===== config.mk =====
export PLATFORM = sky130hd
export DESIGN_NAME = gfx_port_arbiter
export DESIGN_NICKNAME = d
export VERILOG_FILES = /design/src/rtl/m92_pkg.sv /design/src/rtl/gfx_port_arbiter_rr_pick.sv /design/src/rtl/gfx_port_arbiter.sv
export SDC_FILE = /design/constraint.sdc
export NUM_CORES = 1
export LEC_CHECK = 0
export ABC_CLOCK_PERIOD_IN_PS = 2600
export CELL_PAD_IN_SITES_DETAIL_PLACEMENT = 1
export CELL_PAD_IN_SITES_GLOBAL_PLACEMENT = 1
export CORE_AREA = 2 2 195 101
export CTS_CLUSTER_DIAMETER = 100
export DETAILED_ROUTE_END_ITERATION = 8
export DIE_AREA = 0 0 197 103
export PLACE_DENSITY_LB_ADDON = 0.1
export SKIP_LAST_GASP = 1
export SYNTH_ARGS = -nofsm -noshare
export SYNTH_HDL_FRONTEND = slang
export SYNTH_SLANG_ARGS = --single-unit

===== constraint.sdc =====
create_clock -name clk_sys -period 2.6 [get_ports clk_sys]
set_input_delay 0.52 -clock clk_sys [delete_from_list [all_inputs] [get_ports clk_sys]]
set_output_delay 0.52 -clock clk_sys [all_outputs]
set_load 0.03 [all_outputs]

===== src/rtl/m92_pkg.sv =====
// m92_pkg: shared types for the gfx port arbiter.
//   state_t    - arbiter FSM states (IDLE, BUSY)
//   N_REQ_DEF  - default requester count (tilemap layers A, B, C)
//   rr_index   - modular step used by the round-robin picker
package m92_pkg;

  localparam int N_REQ_DEF = 3;

  typedef enum logic {
    IDLE = 1'b0,
    BUSY = 1'b1
  } state_t;

  // (base + off) mod n, valid for base < n and off < n
  function automatic int rr_index(input int base, input int off, input int n);
    return (base + off >= n) ? base + off - n : base + off;
  endfunction

endpackage


===== src/rtl/gfx_port_arbiter_rr_pick.sv =====
// rr_pick: combinational round-robin selector.
//   pending - per-requester pending flags
//   rr_ptr  - requester with highest priority this round
//   sel     - first pending requester at or after rr_ptr (wrapping)
//   valid   - at least one requester is pending
module rr_pick
  import m92_pkg::*;
#(
  parameter int N = N_REQ_DEF
) (
  input  logic [N-1:0] pending,
  input  logic [1:0]   rr_ptr,
  output logic [1:0]   sel,
  output logic         valid
);

  logic [1:0] idx;

  // Walk offsets from farthest to nearest so the nearest pending one wins.
  always_comb begin
    sel   = '0;
    valid = 1'b0;
    idx   = '0;
    for (int k = N - 1; k >= 0; k--) begin
      idx = 2'(rr_index(int'(rr_ptr), k, N));
      if (pending[idx]) begin
        sel   = idx;
        valid = 1'b1;
      end
    end
  end

endmodule


===== src/rtl/gfx_port_arbiter.sv =====
// gfx_port_arbiter: shares one toggle-handshake SDRAM gfx port among
// N_REQ toggle-handshake requesters, round-robin.
//   clk_sys, reset_n     - clock, async active-low reset
//   req_i / ack_o        - per-requester toggle request / acknowledge
//   addr_i / data_o      - per-requester address in, read data out
//   sdr_req / sdr_ack    - toggle handshake to the SDRAM port
//   sdr_addr / sdr_q     - latched address out, read data in
//   busy, grant_id       - transfer outstanding, current/last grant
module gfx_port_arbiter
  import m92_pkg::*;
#(
  parameter int N_REQ = N_REQ_DEF,
  parameter int AW    = 25,
  parameter int DW    = 32
) (
  input  logic                clk_sys,
  input  logic                reset_n,
  input  logic [N_REQ-1:0]    req_i,
  input  logic [N_REQ*AW-1:0] addr_i,
  output logic [N_REQ-1:0]    ack_o,
  output logic [N_REQ*DW-1:0] data_o,
  output logic                sdr_req,
  output logic [AW-1:0]       sdr_addr,
  input  logic                sdr_ack,
  input  logic [DW-1:0]       sdr_q,
  output logic                busy,
  output logic [1:0]          grant_id
);

  state_t           state;
  logic [1:0]       rr_ptr;
  logic [N_REQ-1:0] pending;
  logic [1:0]       sel;
  logic             sel_vld;

  assign pending = req_i ^ ack_o;

  rr_pick #(.N(N_REQ)) u_pick (
    .pending (pending),
    .rr_ptr  (rr_ptr),
    .sel     (sel),
    .valid   (sel_vld)
  );

  // sdr_ack == sdr_req means the port is free. In IDLE a mismatch is a
  // stale ack from a transfer abandoned by reset, so nothing is issued.
  always_ff @(posedge clk_sys or negedge reset_n) begin
    if (!reset_n) begin
      state    <= IDLE;
      sdr_req  <= 1'b0;
      sdr_addr <= '0;
      ack_o    <= '0;
      data_o   <= '0;
      busy     <= 1'b0;
      grant_id <= '0;
      rr_ptr   <= '0;
    end else begin
      case (state)
        IDLE: begin
          if (sel_vld && (sdr_ack == sdr_req)) begin
            sdr_addr <= addr_i[sel*AW +: AW];
            sdr_req  <= ~sdr_req;
            grant_id <= sel;
            busy     <= 1'b1;
            state    <= BUSY;
          end
        end
        BUSY: begin
          if (sdr_ack == sdr_req) begin
            data_o[grant_id*DW +: DW] <= sdr_q;
            ack_o[grant_id]           <= ~ack_o[grant_id];
            busy                      <= 1'b0;
            rr_ptr <= (grant_id == 2'(N_REQ - 1)) ? 2'd0 : grant_id + 2'd1;
            state  <= IDLE;
          end
        end
      endcase
    end
  end

endmodule


# Word-level counts from Yosys, hierarchy flattened
# Cells that the tools add are included.
# word_totals
reg_bits	131
inputBits	113
out_inout_bits	128
wordCells	68
# op_classes
add_sub_neg	7
multipliers	1
n_lt_le_gt_ge	8
n_eq_ne	4
shift	3
n_mux	28
bitwise_logic	4
n_reduce_logical	5
# op_table
operator	count
96-bit bitwise mux	1
32-bit by 34-bit variable shift with 96-bit output (first input constant)	1
32-bit by 34-bit indexed part select with 96-bit output	1
75-bit by 8-bit indexed part select with 25-bit output	1
7-bit negation with 34-bit output	1
2-bit two-way mux	7
2-bit by 3-bit < comparator with 1-bit output (second input constant)	4
1-bit two-way mux	12
1-bit binary-select mux with 2-bit select	4
2-bit by 5-bit multiplier with 7-bit output (second input constant)	1
3-bit by 2-bit >= comparator with 1-bit output (second input constant)	2
2-bit AND reduction	3
1-bit one-hot mux with 2 select lines	2
2-bit by 1-bit subtractor with 2-bit output (second input constant)	2
2-bit by 1-bit adder with 3-bit output (second input constant)	1
2-bit by 2-bit adder with 3-bit output (second input constant)	1
3-bit bitwise mux	1
1-bit inverter	3
3-bit XOR	1
2-bit by 1-bit adder with 2-bit output (second input constant)	1
1-bit demux with 2-bit select	1
2-bit == test (second input constant)	1
2-bit by 1-bit >= comparator with 1-bit output (second input constant)	1
2-bit >= comparator (second input constant)	1
other kinds (5)	6

# Longest topological paths before layout
# depth
word_depth	11
depth_mapped	9

# By module
# A second synthesis with hierarchy kept.
# unflattened
hier_cells	596
hier_area_um2	6540.0
# modules_own_cells
module	n_inst	cells_per_inst	area_each_um2	seq_area_each_um2
gfx_port_arbiter	1	567	6317.3	3278.1
rr_pick	1	29	222.7	0.0

# Least setup slack after synthesis
# OpenSTA, ideal clock, no wires.
# synth_timing
path_type	register to register
start	reg grant_id[0]
end	reg data_o[2]
arrival_time_ns	1.994
path_slack_ns	0.522
stages_incl_launch_ff	7
path_buffers	1
synth_period_minus_slack_ns	2.078
path_cell_list	dfrtp_1 -> inv_1 -> ha_1 -> nor3b_1 -> clkbuf_1 -> nand2_1 -> o21ai_0
# synth_between
elab_chain_cells	3
word_cells_on_any_way	4
classes_between	add/sub: 1; shift: 2; mux: 1
# synth_rtl
element	line_no	source
start, declared	gfx_port_arbiter.sv:27	output logic [1:0] grant_id
start signal, assigned	gfx_port_arbiter.sv:63	grant_id <= sel;
7-bit negation with 34-bit output *	gfx_port_arbiter.sv:70	data_o[grant_id*DW +: DW] <= sdr_q;
32-bit by 34-bit indexed part select with 96-bit output or 32-bit by 34-bit variable shift with 96-bit output (tied branches)	gfx_port_arbiter.sv:70	
96-bit bitwise mux *	gfx_port_arbiter.sv:70	
end signal, assigned by index	gfx_port_arbiter.sv:70	
end, declared	gfx_port_arbiter.sv:21	output logic [N_REQ*DW-1:0] data_o,
# Mark *: on every way between the ends. The rest lies on a longest branch, timed or not.
# A chain may end at the register's enable or synchronous reset.

# Worst setup path in the final report
# layout_timing
start	reg grant_id[0]
end	out grant_id[0]
# No word-level cell between the ends.

==> out/summary.txt <==
Largest net degree at the start of global routing: 59
Overall Global Routing Usage: 21.22%
Sequential share of power: 26.6%
Placed insts: 1,087
WL final: 21,000 um
Worst-Margin Slew: 503.8 ps
Global-route wire length before repair: 32,830 um
GP Congestion: 0.8069
Most frequent cells in the layout: clkdlybuf4s50_1 (239), nand2_1 (226), dfrtp_1 (131)
Clk Latency, worst-skew pair: 410 ps
Clock sink total: 131
Clk pwr share: 18.7%
Power per Cell Area: 1388 nW/um^2
Min cycle time layout: 2239 ps
Area growth syn-to-layout: 58.06%
Die Y: 103 um
Fmax: 446.7 MHz
Net Sw Frac: 44.35%
Ant. Diodes: 0
Resized cells post-CTS: 0
Die width: 197 um
Reg2reg path depth: 8
I/O pin count: 241
CTS tree: built
Hold Path Class: in2async
Syn_area_per_cell: 9.444 um^2
Number of enable flip-flop cells after synthesis: 0
Htree depth: 4
TNS Setup: 0 ps
Synth Cell Area: 5874 um^2
CTS Root Cell: clkbuf_16
Post-Layout Cell Count: 1,118
DRC errors left: 0
Initial DRC Count: 123
Startpoint Class: flip-flop
Clock Path Buffers: 2
I/O Buffers: 240
Max Cap Viol: 0
Post-DRT Antenna Nets: 0
Synthesis Warnings: 0
Peak VDD IR: 0.6178 mV
Post-cts hold buffer count: 0
Vias in the first global route: 5,881
Final setup viols: 0
Pleak: 0.003835 uW
Sequence of cells on the critical path: clkdlybuf4s50_1
Pre-antenna DRT Iters: 4
Synthesized instance count: 622
Status: finished clean
Fin crit share: 86.10%
Initial Utilization: 31.20%
Net Count, Synth: 743
Sw power: 5717 uW
Setup repair bufs after CTS: 0
Unrepaired setup endpoints after global routing: no
Worst reg2reg path endpoint: sdr_addr[11]$_DFFE_PN0P_
Final Cell Area: 9285 um^2
Crit path buffers/inverters: 1
Asr flop ratio synth: 100.0%
Int Power: 7175 uW
Normalized max-slew margin: 66.41%
Post-DP HPWL: 15,230 um
Vias: 5,312
Sequential area share after synthesis: 55.80%
Peak fanout along the critical path: 7
Commonest non-fill, non-tap cell in the layout: clkdlybuf4s50_1
Ys flop type: dfrtp_1
Yosys reg bits: 131
Congestion Overflow GR: 0
Vias/cell: 4.751
FP Rows: 36
Core area: 18,830 um^2
Critical Path AT: 1720 ps
CTS buffer count: 17
CP required: 2080 ps
Cell variety after synth: 33
Kind of critical path: reg2out
Antenna violations before repair: 1
Full die area: 20,290 um^2
Layout cells sized above 1: 9.414%
Combinational Power Share: 54.6%
Dpl cell area: 8701 um^2
Worst path max stage delay: 760 ps
Worst reg2reg setup slack: 370 ps
Slew Viols, Final: 0
Family with the most delay on the worst path: buffers and inverters
Clock skew: 7.716 ps
Final hold vios: 0
R2r startpoint: rr_ptr[0]$_DFFE_PN0P_
Slowest stage cell, crit path: clkdlybuf4s50_1
DR WL/cell: 18.79 um
Net count, final: 980
CTS clk-pin slew, worst paths: 60 ps
Crit end category: primary output
synthesized netlist by cell type, drive strengths merged (2+ instances only):
master / n / area, um^2
ha: 8 / 100.1
o21ai: 101 / 505.5
mux2i: 26 / 260.3
nor2: 3 / 11.26
nand3: 26 / 130.1
inv: 6 / 22.52
xnor2: 4 / 42.55
dfrtp: 131 / 3278
nor3: 2 / 10.01
nand2: 229 / 859.6
mux2: 3 / 33.78
clkbuf: 31 / 116.4
xor2: 2 / 17.52
a21boi: 2 / 15.01
buf: 10 / 66.30
o211ai: 25 / 287.8
nor3b: 3 / 22.52
power by group through the flow:
stage | Sequential [uW] | Combinational [uW] | Clock [uW]
after global routing | 3530 | 7600 | 2560
final | 3440 | 7040 | 2410
after CTS | 3450 | 7140 | 2470
after detailed placement | 3450 | 7110 | 0
after floorplan | 4870 | 2580 | 0
after global placement | 3400 | 6910 | 0
layout make-up:
type / instances / area (um^2)
clock buffers: 21 / 450.4
clock inverters: 10 / 133.9
fillers: 2093 / 9543
inverters: 6 / 22.52
multi-input cells: 444 / 2432
flip-flops and latches: 131 / 3278
well taps: 247 / 309.0
repair buffers: 259 / 2659
metrics by stage:
| step | hold WS, ps | utilization (%) | total power, uW | setup slack, ps |
|---|---|---|---|---|
| after floorplan | 224.4 | - | 7453 | 522.2 |
| after global placement | 461.6 | 46.21 | 10310 | 106.4 |
| after detailed placement | 470.3 | 46.21 | 10560 | -41.33 |
| after CTS | 51.07 | 49.32 | 13050 | 323.1 |
| after global routing | 67.72 | 49.32 | 13690 | 195.5 |
| final | 42.92 | 49.32 | 12890 | 361.4 |
layer usage:
metal	up-vias	routed length, um	GRT usage [%]
li1	2553	-	-
met1	2615	10030	28.72
met5	-	13	0
met2	122	9824	34.17
met4	2	159	5.610
met3	20	973	5.528
flip-flops by register name, summed over array words and instances (netlist names):
register,cells
ack_o,3
busy,1
data_o,96
grant_id,2
rr_ptr,2
sdr_addr,25
sdr_req,1
state,1
cell families (layout without fill, tap and decap cells):
logic type      Yosys count  in the layout  synth area share, %
simple gates            266            266                17.91
compound gates          134            134                14.89
flops                   131            131                55.80
buf+inv                  47            296                3.493
mux                      29             29                5.005
fa+ha+maj                 9              9                1.874
xor+xnor                  6              6                1.023
worst max path at each step:
stage,from,to,slack [ps],cells after the start
after floorplan,grant_id[0]$_DFFE_PN0P_,data_o[2]$_DFFE_PN0P_,520,6
after global placement,req_i[0],sdr_addr[11]$_DFFE_PN0P_,110,7
after detailed placement,req_i[0],sdr_addr[11]$_DFFE_PN0P_,-40,7
after CTS,grant_id[0]$_DFFE_PN0P_,grant_id[0],320,1
after global routing,rr_ptr[0]$_DFFE_PN0P_,sdr_addr[1]$_DFFE_PN0P_,200,8
final,grant_id[0]$_DFFE_PN0P_,grant_id[0],360,1
Note: power is estimated with default switching activity, not from simulation.
